--- src/rtl/text_display_pkg.sv ---
// Shared constants, FSM encoding and glyph addressing
// for the text display pixel path.
package text_display_pkg;

  localparam int COLS                 = 80;
  localparam int ROWS                 = 60;
  localparam int CELL_LINES           = 8;
  localparam int GLYPH_WORDS_PER_CHAR = 4;
  localparam int GLYPH_NAT_W          = 10;

  typedef enum logic [2:0] {
    IDLE       = 3'd0,
    RD_TEXT    = 3'd1,
    WAIT_TEXT  = 3'd2,
    RD_GLYPH   = 3'd3,
    WAIT_GLYPH = 3'd4,
    PUSH       = 3'd5
  } fetch_state_e;

  // Four 16-bit words per glyph, two scanlines per word.
  function automatic logic [GLYPH_NAT_W-1:0] glyph_addr_f(
    input logic [7:0] code,
    input logic [2:0] lic
  );
    glyph_addr_f = {code, 2'b00} + {8'd0, lic[2:1]};
  endfunction

endpackage

--- src/rtl/glyph_pixel_buffer.sv ---
// Two-slot glyph byte buffer with MSB-first pixel shifter
// and valid/ready output handshake.
module glyph_pixel_buffer (
  input  logic       clk,
  input  logic       rst_n,
  input  logic       flush,
  input  logic       wr_en,
  input  logic [7:0] wr_byte,
  output logic       full,
  output logic       pix_valid,
  input  logic       pix_ready,
  output logic       pix_on,
  output logic       slot_free
);

  logic [1:0][7:0] slot_q, slot_d;
  logic            wr_ptr_q, wr_ptr_d;
  logic            rd_ptr_q, rd_ptr_d;
  logic [1:0]      cnt_q, cnt_d;
  logic [2:0]      bit_q, bit_d;
  logic            accept;
  logic            do_wr;

  assign full      = (cnt_q == 2'd2);
  assign pix_valid = (cnt_q != 2'd0);
  assign pix_on    = slot_q[rd_ptr_q][3'd7 - bit_q];
  assign accept    = pix_valid && pix_ready;
  assign slot_free = accept && (bit_q == 3'd7);
  assign do_wr     = wr_en && !full;

  // Slot write, pixel advance and occupancy update.
  always_comb begin
    slot_d   = slot_q;
    wr_ptr_d = wr_ptr_q;
    rd_ptr_d = rd_ptr_q;
    cnt_d    = cnt_q;
    bit_d    = bit_q;
    if (flush) begin
      wr_ptr_d = 1'b0;
      rd_ptr_d = 1'b0;
      cnt_d    = 2'd0;
      bit_d    = 3'd0;
    end else begin
      if (do_wr) begin
        slot_d[wr_ptr_q] = wr_byte;
        wr_ptr_d         = ~wr_ptr_q;
      end
      if (accept) begin
        bit_d = bit_q + 3'd1;
      end
      if (slot_free) begin
        rd_ptr_d = ~rd_ptr_q;
      end
      case ({do_wr, slot_free})
        2'b10:   cnt_d = cnt_q + 2'd1;
        2'b01:   cnt_d = cnt_q - 2'd1;
        default: cnt_d = cnt_q;
      endcase
    end
  end

  // Buffer state registers.
  always_ff @(posedge clk or negedge rst_n) begin
    if (!rst_n) begin
      slot_q   <= '0;
      wr_ptr_q <= 1'b0;
      rd_ptr_q <= 1'b0;
      cnt_q    <= 2'd0;
      bit_q    <= 3'd0;
    end else begin
      slot_q   <= slot_d;
      wr_ptr_q <= wr_ptr_d;
      rd_ptr_q <= rd_ptr_d;
      cnt_q    <= cnt_d;
      bit_q    <= bit_d;
    end
  end

endmodule

--- src/rtl/glyph_fetch_sequencer.sv ---
// Per-scanline text/glyph fetch FSM feeding the
// pixel buffer; one character every five cycles.
module glyph_fetch_sequencer #(
  parameter  int COLS     = text_display_pkg::COLS,
  parameter  int ROWS     = text_display_pkg::ROWS,
  parameter  int TEXT_AW  = 13,
  parameter  int GLYPH_AW = 13,
  localparam int ROW_W    = $clog2(ROWS)
) (
  input  logic                clk,
  input  logic                rst_n,
  input  logic                line_start,
  input  logic [ROW_W-1:0]    row_index,
  input  logic [2:0]          line_in_cell,
  output logic                text_rd,
  output logic [TEXT_AW-1:0]  text_addr,
  input  logic [7:0]          text_data,
  output logic                glyph_rd,
  output logic [GLYPH_AW-1:0] glyph_addr,
  input  logic [15:0]         glyph_data,
  output logic                pix_valid,
  input  logic                pix_ready,
  output logic                pix_on,
  output logic                line_done,
  output logic                overrun
);

  import text_display_pkg::*;

  localparam int CW = $clog2(COLS + 1);

  fetch_state_e       state_q, state_d;
  logic [CW-1:0]      col_q, col_d;
  logic [TEXT_AW-1:0] row_base_q, row_base_d;
  logic [2:0]         lic_q, lic_d;
  logic [GLYPH_AW-1:0] gaddr_q, gaddr_d;
  logic [7:0]         byte_q, byte_d;
  logic [CW-1:0]      done_cnt_q, done_cnt_d;
  logic               line_done_q, line_done_d;
  logic               overrun_q, overrun_d;

  logic               busy;
  logic               flush;
  logic               buf_wr;
  logic               buf_full;
  logic               slot_free;

  assign busy       = (state_q != IDLE) || pix_valid;
  assign flush      = line_start && busy;
  assign buf_wr     = (state_q == PUSH) && !line_start;
  assign text_rd    = (state_q == RD_TEXT);
  assign glyph_rd   = (state_q == RD_GLYPH);
  assign text_addr  = text_rd
                    ? row_base_q + TEXT_AW'(col_q)
                    : '0;
  assign glyph_addr = gaddr_q;
  assign line_done  = line_done_q;
  assign overrun    = overrun_q;

  // Fetch FSM, address generation and line bookkeeping.
  always_comb begin
    state_d     = state_q;
    col_d       = col_q;
    row_base_d  = row_base_q;
    lic_d       = lic_q;
    gaddr_d     = gaddr_q;
    byte_d      = byte_q;
    done_cnt_d  = done_cnt_q;
    line_done_d = 1'b0;
    overrun_d   = overrun_q | flush;
    if (line_start) begin
      row_base_d = TEXT_AW'(row_index) * TEXT_AW'(COLS);
      lic_d      = line_in_cell;
      col_d      = '0;
      done_cnt_d = '0;
      state_d    = RD_TEXT;
    end else begin
      if (slot_free) begin
        done_cnt_d  = done_cnt_q + CW'(1);
        line_done_d = (done_cnt_q == CW'(COLS - 1));
      end
      unique case (state_q)
        IDLE: ;
        RD_TEXT:
          state_d = WAIT_TEXT;
        WAIT_TEXT: begin
          gaddr_d = GLYPH_AW'(glyph_addr_f(text_data, lic_q));
          state_d = RD_GLYPH;
        end
        RD_GLYPH:
          state_d = WAIT_GLYPH;
        WAIT_GLYPH: begin
          unique case (1'b1)
            lic_q[0]:  byte_d = glyph_data[7:0];
            !lic_q[0]: byte_d = glyph_data[15:8];
          endcase
          state_d = PUSH;
        end
        PUSH: begin
          if (!buf_full) begin
            if (col_q == CW'(COLS - 1)) begin
              col_d   = '0;
              state_d = IDLE;
            end else begin
              col_d   = col_q + CW'(1);
              state_d = RD_TEXT;
            end
          end
        end
        default:
          state_d = IDLE;
      endcase
    end
  end

  // Sequencer state registers.
  always_ff @(posedge clk or negedge rst_n) begin
    if (!rst_n) begin
      state_q     <= IDLE;
      col_q       <= '0;
      row_base_q  <= '0;
      lic_q       <= '0;
      gaddr_q     <= '0;
      byte_q      <= '0;
      done_cnt_q  <= '0;
      line_done_q <= 1'b0;
      overrun_q   <= 1'b0;
    end else begin
      state_q     <= state_d;
      col_q       <= col_d;
      row_base_q  <= row_base_d;
      lic_q       <= lic_d;
      gaddr_q     <= gaddr_d;
      byte_q      <= byte_d;
      done_cnt_q  <= done_cnt_d;
      line_done_q <= line_done_d;
      overrun_q   <= overrun_d;
    end
  end

  glyph_pixel_buffer u_buf (
    .clk       (clk),
    .rst_n     (rst_n),
    .flush     (flush),
    .wr_en     (buf_wr),
    .wr_byte   (byte_q),
    .full      (buf_full),
    .pix_valid (pix_valid),
    .pix_ready (pix_ready),
    .pix_on    (pix_on),
    .slot_free (slot_free)
  );

endmodule

--- config.mk ---
export PLATFORM = sky130hd
export DESIGN_NAME = glyph_fetch_sequencer
export DESIGN_NICKNAME = d
export VERILOG_FILES = /design/src/rtl/text_display_pkg.sv /design/src/rtl/glyph_pixel_buffer.sv /design/src/rtl/glyph_fetch_sequencer.sv
export SDC_FILE = /design/constraint.sdc
export NUM_CORES = 1
export LEC_CHECK = 0
export ABC_CLOCK_PERIOD_IN_PS = 2250
export BUFFER_PORTS_ARGS = -buffer_cell sky130_fd_sc_hd__clkbuf_2
export CAP_MARGIN = 15
export CORE_MARGIN = 2
export CORE_UTILIZATION = 50
export CTS_CLUSTER_SIZE = 40
export DETAILED_ROUTE_END_ITERATION = 10
export MAX_ROUTING_LAYER = met4
export PLACE_DENSITY = 0.72
export SLEW_MARGIN = 15
export SYNTH_ARGS = -nofsm -noshare
export SYNTH_HDL_FRONTEND = slang
export SYNTH_SLANG_ARGS = --single-unit
export TNS_END_PERCENT = 100
--- constraint.sdc ---
create_clock -name clk -period 2.25 [get_ports clk]
set_input_delay 0.1125 -clock clk [delete_from_list [all_inputs] [get_ports clk]]
set_output_delay 0.1125 -clock clk [all_outputs]
set_load 0.02 [all_outputs]
==> results of run 1 <==
==> per-layer routing <==
metal	global-route usage (%)	wire [um]	up-vias	share of wire [%]
li1	-	-	1274	-
met1	24.8	3210	1252	45
met2	29.6	3430	59	49
met3	4.26	279	13	3.9
met4	7.69	143	0	2.0
met5	-	0	-	0
==> power breakdown <==
part | total [W] | leakage [nW] | switching [W] | internal [W]
clock | 0.00128 | 0.126 | 0.000484 | 0.000795
combinational | 0.00101 | 1.17 | 0.000513 | 0.000494
sequential | 0.00181 | 0.917 | 0.000221 | 0.00159
==> worst min path at each step <==
stage                 startpoint       endpoint  slack (ns)  cells past startpoint
global placement           rst_n  glyph_addr[2]        0.17                      2
CTS                 text_data[1]  glyph_addr[3]       0.004                      2
finish              row_index[0]  row_base_q[4]        0.04                      2
global route        row_index[1]  row_base_q[5]        0.04                      2
floorplan                  rst_n      byte_q[0]       -0.18                      0
detailed placement         rst_n  glyph_addr[2]        0.18                      2
==> through the flow <==
step,cells,utilization [%]
floorplan,318,-
global placement,472,57.6
detailed placement,472,57.6
CTS,499,62.6
global route,502,63.3
finish,502,63.3
==> registers in the layout (all words and copies together), names as in the netlist <==
name and cells:
row_base_q 9, glyph_addr 10, lic_q 3, byte_q 8
col_q 7, u_buf.rd_ptr_q 1, line_done 1, u_buf.wr_ptr_q 1
u_buf.bit_q 3, state_q 3, overrun 1, done_cnt_q 7
u_buf.cnt_q 2, u_buf.slot_q 16
==> layout make-up <==
| class | instances | area (sq um) |
|---|---|---|
| fill | 606 | 2650 |
| multi-input combinational | 227 | 1850 |
| sequential | 72 | 1810 |
| timing repair buffer | 85 | 518 |
| clock buffer | 11 | 151 |
| tap | 99 | 124 |
| clock inverter | 5 | 103 |
| inverter | 3 | 11.3 |
==> cells by family after synthesis <==
family	after synthesis	share of synthesized area [%]
and+or+nand+nor	95	14.4
DFF	72	48.4
muxes	53	17.1
AOI/OAI and AO/OA	39	6.42
xor gates and xnor gates	20	4.70
buffers and inverters	19	2.72
adders and majority gates	17	6.12
other	1	0.101
==> critical path, delay by kind of cell (launching register included) <==
family          cells  cell delay [ns]
compound gates      1             0.21
xor+xnor            1             0.14
fa+ha+maj           2             0.59
buf+inv             1             0.15
flops               1             0.43
simple gates        2             0.16
==> timing repair <==
action                                 4_1_cts  5_1_grt
setup endpoints to repair                    0        7
endpoints found under the hold margin       82        1
gates resized for setup                      0        7
hold buffers                                11        1
setup buffers                                0        2
==> cells in the final DEF (no fill, tap or decap), drive strengths merged, types with 10 or more instances in the layout <==
master,Yosys,layout
ha,15,15
a21oi,20,20
xor2,13,13
dfrtp,72,72
mux2,35,35
buf,11,10
clkbuf,5,74
dlygate4sd3,0,12
nor2,34,34
mux2i,13,13
nand2,15,15
==> out/metrics.cfg, run 1 <==
[setup_path]
cpMaxStageDelayCell = dfrtp_2
critPathKind = flop to output pin
regToRegSetupSlack_ns = 0.46
worstReg2RegStart = state_q[1]
reg2reg_depth = 4
crit_fanout = 5
reg2reg_to = u_buf.slot_q[6]
worstPathArrival_ns = 2.03
endpoint_kind = output pin
critPathMaxStageDelay_ns = 0.43
cp.required_ns = 2.14
crit_path_end = text_addr[10]
crit_chain = ha_1, fa_2, a21o_1, nand4_1, xor2_1, nor2_1, clkbuf_2
crit_path_start_kind = flop
cp-startpoint = col_q[4]

[clocking]
path_clk_slew_ns = 0.07
cts_sinks = 72
cts_tree = built
cts_buffers = 9
root_buffer = clkbuf_8
ctsLongestPathBuffers = 2
htreeDepth = 3
clk_latency_ns = 0.35

[global_route]
grt_pass1_vias = 2628
grt_usage_pct = 19.2
antenna_found_initial = 0
grt-ovfl-total = 0
grt_max_degree = 73
grt_pass1_wl_um = 12200

[floorplanning]
die_width_um = 90.3
die-height_um = 90.3
start_util_pct = 51.6
ios = 69
rows = 31
core_area_sq_mm = 0.00721
die_area_sq_mm = 0.00815

[synth]
yosysTopAreaCell = dfrtp_1
syn-instance-count = 316
synth.area.top_cells = dfrtp_1, mux2_2, ha_1
yosysMostFrequentCell = dfrtp_1
ys_seq_area_share_pct = 48.4
async_flop_share_pct = 100
yosys.area.top_type_share_pct = 48.4
netlist_area_sq_mm = 0.00372
ys_warn_count = 0
synth_cell_types = 48
avgSynthCellArea_sq_um = 11.8
synth_commonest_cells = dfrtp_1, mux2_2, nor2_1
synth_edf_count = 0
synth_seq_cells = 72
synth_ff_type = dfrtp_1

[drt]
routedWlPerCell_um = 14.1
wl_um = 7070
viasPerCell = 5.18
drtIter0Drc = 166
vias = 2598
dr.pass1.iters = 4
drc_errors = 0
final_antenna_net_count = 0

[power_and_ir_drop]
powerDensity_mw_per_mm2 = 897
leakagePower_nw = 2.22
p_total_w = 0.00410
ir_drop_mv = 0.498

[layout]
antennaDiodeCount = 0
area_delta_synth_final_pct = 22.6
design_area_sq_mm = 0.00457
drive_gt1_share_pct = 36.2
fin_nets = 452

[min_path]
min_path_type = input pin to flop

[place]
pre_cts_slack_ns = 0.388
place_hpwl_um = 4990
io_buffers = 65
gp_congestion = 0.810
placed_cell_area_sq_mm = 0.00415

[timing]
fin_ws_ns = 0.108
hold_violations = 0
tns_ns = 0
clock.fmax_ghz = 0.467
worstMarginPinSlew_ns = 0.571
min_period_ns = 2.14
whs_ns = 0.0380
slew_viol_final = 0
fin_crit_sh_pct = 95.2
relSlewSlack_pct = 61.8
finalSetupViolations = 0
rsz0062_at_grt = no
clock_skew_ns = 0.00611

[outcome]
outcome = complete, no violations

[job]
cap_violations = 0

No activity file was read; power rests on OpenSTA's default activity.
==> run 2, diff against run 1 <==
Settings changed: REMOVE_ABC_BUFFERS set to 1.
==> out/metrics.cfg, run 2 (synthesized netlist as in run 1, its figures left out) <==
[timing]
min_period_ns = 2.15
slew_viol_final = 0
whs_ns = 0.00940
clock_skew_ns = 0.00569
fin_crit_sh_pct = 95.4
hold_violations = 0
clock.fmax_ghz = 0.466
rsz0062_at_grt = no
relSlewSlack_pct = 60.8
worstMarginPinSlew_ns = 0.586
finalSetupViolations = 0

[floorplanning]
die_width_um = 90.3
start_util_pct = 51.6
die_area_sq_mm = 0.00815
die-height_um = 90.3
ios = 69
core_area_sq_mm = 0.00721
rows = 31

[drt]
final_antenna_net_count = 0
highest_layer = met4
routedWlPerCell_um = 13.6
wl_um = 6690
vias = 2583
viasPerCell = 5.25
wl_met2_um = 3240
wl_met1_um = 3050
wl_met3_um = 297
drtIter0Drc = 74
drc_errors = 0
dr.pass1.iters = 4

[job]
cap_violations = 0

[global_route]
antenna_found_initial = 0
grt_pass1_wl_um = 11900
grt_pass1_vias = 2595
grt_max_degree = 41
grt-ovfl-total = 0
grt_usage_pct = 18.5

[setup_path]
reg2reg_to = u_buf.slot_q[8]
critPathMostFrequentCell = mux4_2
reg2reg_depth = 4
critPathMaxStageDelay_ns = 0.53
crit_path_start_kind = flop
crit_chain = mux4_2, mux4_2, clkbuf_2
critPathKind = flop to output pin
regToRegSetupSlack_ns = 0.41
worstPathArrival_ns = 2.03
endpoint_kind = output pin
crit_fanout = 5
cpMaxStageDelayCell = mux4_2
cp.required_ns = 2.14
worstReg2RegStart = u_buf.cnt_q[0]

[clocking]
path_clk_slew_ns = 0.07
clk_latency_ns = 0.33
cts_sinks = 72
cts_buffers = 9
htreeDepth = 3
ctsLongestPathBuffers = 2
cts_tree = built
root_buffer = clkbuf_8

[place]
placed_cells = 471
gp_congestion = 0.777
place_hpwl_um = 4960
io_buffers = 65
placed_cell_area_sq_mm = 0.00413

[layout]
design_area_sq_mm = 0.00439
drive_gt1_share_pct = 35.4
area_delta_synth_final_pct = 17.9
fin_util_pct = 60.9
mostFrequentLayoutCell = dfrtp_1
largest_reg_flops = 16
finalNonFillerCells = 492
fin_nets = 442
mostFrequentLayoutCells = dfrtp_1, clkbuf_2, mux2_2, nor2_1, a21oi_1
fillers = 649
antennaDiodeCount = 0
top_register = u_buf.slot_q

[min_path]
hold_path_end = lic_q[0]
whs_path_depth = 2
min_path_type = input pin to flop
holdCritStartpoint = line_in_cell[0]

[power_and_ir_drop]
leakagePower_nw = 2.15
ir_drop_mv = 0.630
powerDensity_mw_per_mm2 = 869
p_total_w = 0.00381

[outcome]
outcome = complete, no violations

-- run 2: cell count changes in the layout (fill, tap and decap cells not counted) --
cell | before | now
buf_12 | 1 | 0
buf_2 | 2 | 1
bufinv_16 | 3 | 1
clkbuf_1 | 0 | 2
clkinv_2 | 1 | 2
clkinvlp_4 | 1 | 0
dfrtp_1 | 69 | 71
dfrtp_2 | 3 | 1
dlygate4sd3_1 | 12 | 4
ha_1 | 14 | 15
ha_4 | 1 | 0
-- run 2: power breakdown --
part,total (W),switching [W],internal (W)
clock network,0.00103,0.000458,0.000571
registers,0.00181,0.000216,0.00159
logic,0.000980,0.000501,0.000479
total,0.00381,0.00117,0.00264
-- run 2: timing repair --
action | CTS | global route
resized for setup | 0 | 5
endpoints found under the hold margin | 75 | 0
setup endpoints to repair | 0 | 5
buffers inserted | 0 | 1
hold buffers | 4 | 0
-- run 2: critical path: cells and delay by family (launching register included) --
| family | cells | cell delay, ns |
|---|---|---|
| mux | 2 | 1.04 |
| buf+inv | 1 | 0.17 |
| flops | 1 | 0.50 |
-- run 2: how the worst max path moves through the flow --
stage / from / endpoint / slack (ns) / cells past startpoint
global placement: col_q[4] / text_addr[12] / 0.43 / 7
floorplan: state_q[0] / glyph_addr[2] / -0.03 / 2
detailed placement: col_q[4] / text_addr[12] / 0.39 / 7
global route: col_q[4] / text_addr[12] / 0.02 / 7
CTS: col_q[4] / text_addr[12] / 0.01 / 7
finish: u_buf.rd_ptr_q / pix_on / 0.10 / 3
-- run 2: area by class of cell --
type                            count  area [sq um]  area share [%]
Timing Repair Buffer               75           413            9.40
Tap cell                           99           124            2.82
Multi-Input combinational cell    227          1840            41.9
Inverter                            3          11.3           0.256
Sequential cell                    72          1800            41.1
Clock buffer                       13           159            3.62
Clock inverter                      3          40.0           0.912
-- run 2: through the flow --
| stage | setup TNS [ns] | setup slack, ns |
|---|---|---|
| finish | 0 | 0.103 |
| global route | 0 | 0.0159 |
| CTS | 0 | 0.0121 |
| detailed placement | 0 | 0.386 |
| global placement | 0 | 0.427 |
| floorplan | -0.267 | -0.0267 |
-- run 2: per-layer routing --
layer	GRT usage (%)	up-vias
met2	29.3	63
met4	5.51	0
met1	24.0	1253
met3	4.17	8
met5	-	-
li1	-	1259
==> run 3, diff against run 2 <==
Settings changed: ABC_AREA set to 1.
==> out/metrics.cfg, run 3 <==
[floorplanning]
core_area_sq_mm = 0.00733
ios = 69
start_util_pct = 52.4
rows = 31
die_width_um = 91.7
die-height_um = 91.7
die_area_sq_mm = 0.00840

[global_route]
grt_max_degree = 29
antenna_found_initial = 0
grt-ovfl-total = 0
grt_pass1_vias = 3200
grt_usage_pct = 21.1
grt_pass1_wl_um = 13900

[setup_path]
worstPathArrival_ns = 2.06
critPathKind = flop to output pin
cpMaxStageDelayCell = dfrtp_1
endpoint_kind = output pin
crit_path_start_kind = flop
cp.required_ns = 2.14
crit_fanout = 3
regToRegSetupSlack_ns = 0.55
reg2reg_depth = 6
crit_chain = ha_1, fa_1, nand2_1, a21oi_1, nand2_1, o21ai_0, a21oi_1, buf_2
worstReg2RegStart = u_buf.cnt_q[0]
critPathMaxStageDelay_ns = 0.41
reg2reg_to = u_buf.slot_q[4]

[clocking]
htreeDepth = 3
cts_buffers = 9
cts_tree = built
root_buffer = clkbuf_8
clk_latency_ns = 0.33
path_clk_slew_ns = 0.07
ctsLongestPathBuffers = 2
cts_sinks = 72

[timing]
hold_violations = 0
fin_crit_sh_pct = 96.7
slew_viol_final = 0
worstMarginPinSlew_ns = 0.706
clock.fmax_ghz = 0.460
tns_ns = 0
clock_skew_ns = 0.00858
min_period_ns = 2.18
fin_ws_ns = 0.0749
relSlewSlack_pct = 52.9
finalSetupViolations = 0
rsz0062_at_grt = no

[place]
io_buffers = 65
placed_cells = 621
placed_cell_area_sq_mm = 0.00427
pre_cts_slack_ns = 0.442
place_hpwl_um = 6060
gp_congestion = 0.858

[drt]
wl_um = 8040
viasPerCell = 5.15
vias = 3334
final_antenna_net_count = 0
drtIter0Drc = 120
routedWlPerCell_um = 12.4
drc_errors = 0
dr.pass1.iters = 5

[layout]
top_register = u_buf.slot_q
antennaDiodeCount = 0
mostFrequentLayoutCells = nand2_1, dfrtp_1, clkbuf_2, inv_1
design_area_sq_mm = 0.00457
fin_util_pct = 62.3
area_delta_synth_final_pct = 19.0
drive_gt1_share_pct = 21.3
mostFrequentLayoutCell = nand2_1
largest_reg_flops = 16
finalNonFillerCells = 648
fin_nets = 599

[synth]
ys_seq_area_share_pct = 46.9
synth_ff_type = dfrtp_1
synth_seq_cells = 72
synth_cell_types = 36
synth_edf_count = 0
syn-instance-count = 463
avgSynthCellArea_sq_um = 8.30
async_flop_share_pct = 100
yosysTopAreaCell = dfrtp_1
yosysMostFrequentCell = nand2_1
synth.area.top_cells = dfrtp_1, nand2_1, o21ai_0
ys_warn_count = 0
synth_commonest_cells = nand2_1, dfrtp_1, inv_1
netlist_area_sq_mm = 0.00384
yosys.area.top_type_share_pct = 46.9

[job]
cap_violations = 0

[power_and_ir_drop]
leakagePower_nw = 2.31
ir_drop_mv = 0.481
powerDensity_mw_per_mm2 = 856

[min_path]
whs_path_depth = 3
min_path_type = input pin to flop
holdCritStartpoint = glyph_data[1]
hold_path_end = byte_q[1]

[outcome]
outcome = complete, no violations

-- run 3: critical path: cells and delay by family, from the launching register on --
family / cells / cell delay (ns)
simple gates: 2 / 0.20
fa+ha+maj: 2 / 0.64
flops: 1 / 0.41
buf+inv: 1 / 0.18
compound gates: 3 / 0.31
-- run 3: kinds of logic after synthesis --
logic type / Yosys count / share of synthesized area [%]
buffers and inverters: 70 / 7.94
AO/OA/AOI/OAI: 82 / 12.1
AND/OR/NAND/NOR: 211 / 24.2
flip-flops: 72 / 46.9
multiplexers: 8 / 2.34
adder cells (fa/ha/maj): 17 / 5.93
XOR/XNOR: 2 / 0.456
other: 1 / 0.0976
-- run 3: stage by stage --
stage,power (W),hold slack [ns]
final,0.00391,0.0166
after global placement,0.00292,0.140
after global routing,0.00420,0.00850
after CTS,0.00395,0.00386
after floorplan,0.00257,-0.183
after detailed placement,0.00297,0.139
-- run 3: what timing repair did --
| item | 4_1_cts | 5_1_grt |
|---|---|---|
| buffers inserted | 0 | 0 |
| endpoints found under the setup margin | 0 | 1 |
| hold buffers | 12 | 0 |
| resized for setup | 0 | 1 |
| endpoints found under the hold margin | 33 | 0 |
-- run 3: power by group --
group | switching, W | total (W) | internal (W)
sequential | 0.000191 | 0.00177 | 0.00158
combinational | 0.000732 | 0.00118 | 0.000451
clock | 0.000461 | 0.000962 | 0.000501
-- run 3: area by class of cell --
class	count	area, sq um
clock inverter	6	61.3
clock buffer	9	124
tap	99	124
fill	672	2760
inverter	55	206
timing repair buffer	84	510
multi-input combinational	323	1740
sequential	72	1800
-- run 3: how the worst max path moves through the flow --
stage	startpoint	to	slack [ns]	cells past startpoint
after floorplan	col_q[4]	text_addr[10]	0.49	7
after global placement	col_q[4]	text_addr[10]	0.50	8
after detailed placement	col_q[4]	text_addr[10]	0.44	8
after CTS	col_q[4]	text_addr[10]	0.08	8
after global routing	col_q[4]	text_addr[10]	0.001	8
final	col_q[4]	text_addr[10]	0.07	8
-- run 3: layer usage --
layer | vias up | part of all wire, % | track usage (%)
met2 | 68 | 50 | 33.8
met3 | 21 | 2.6 | 3.04
met4 | 0 | 2.8 | 10.4
met1 | 1564 | 45 | 26.3
met5 | - | 0 | -
li1 | 1681 | - | -
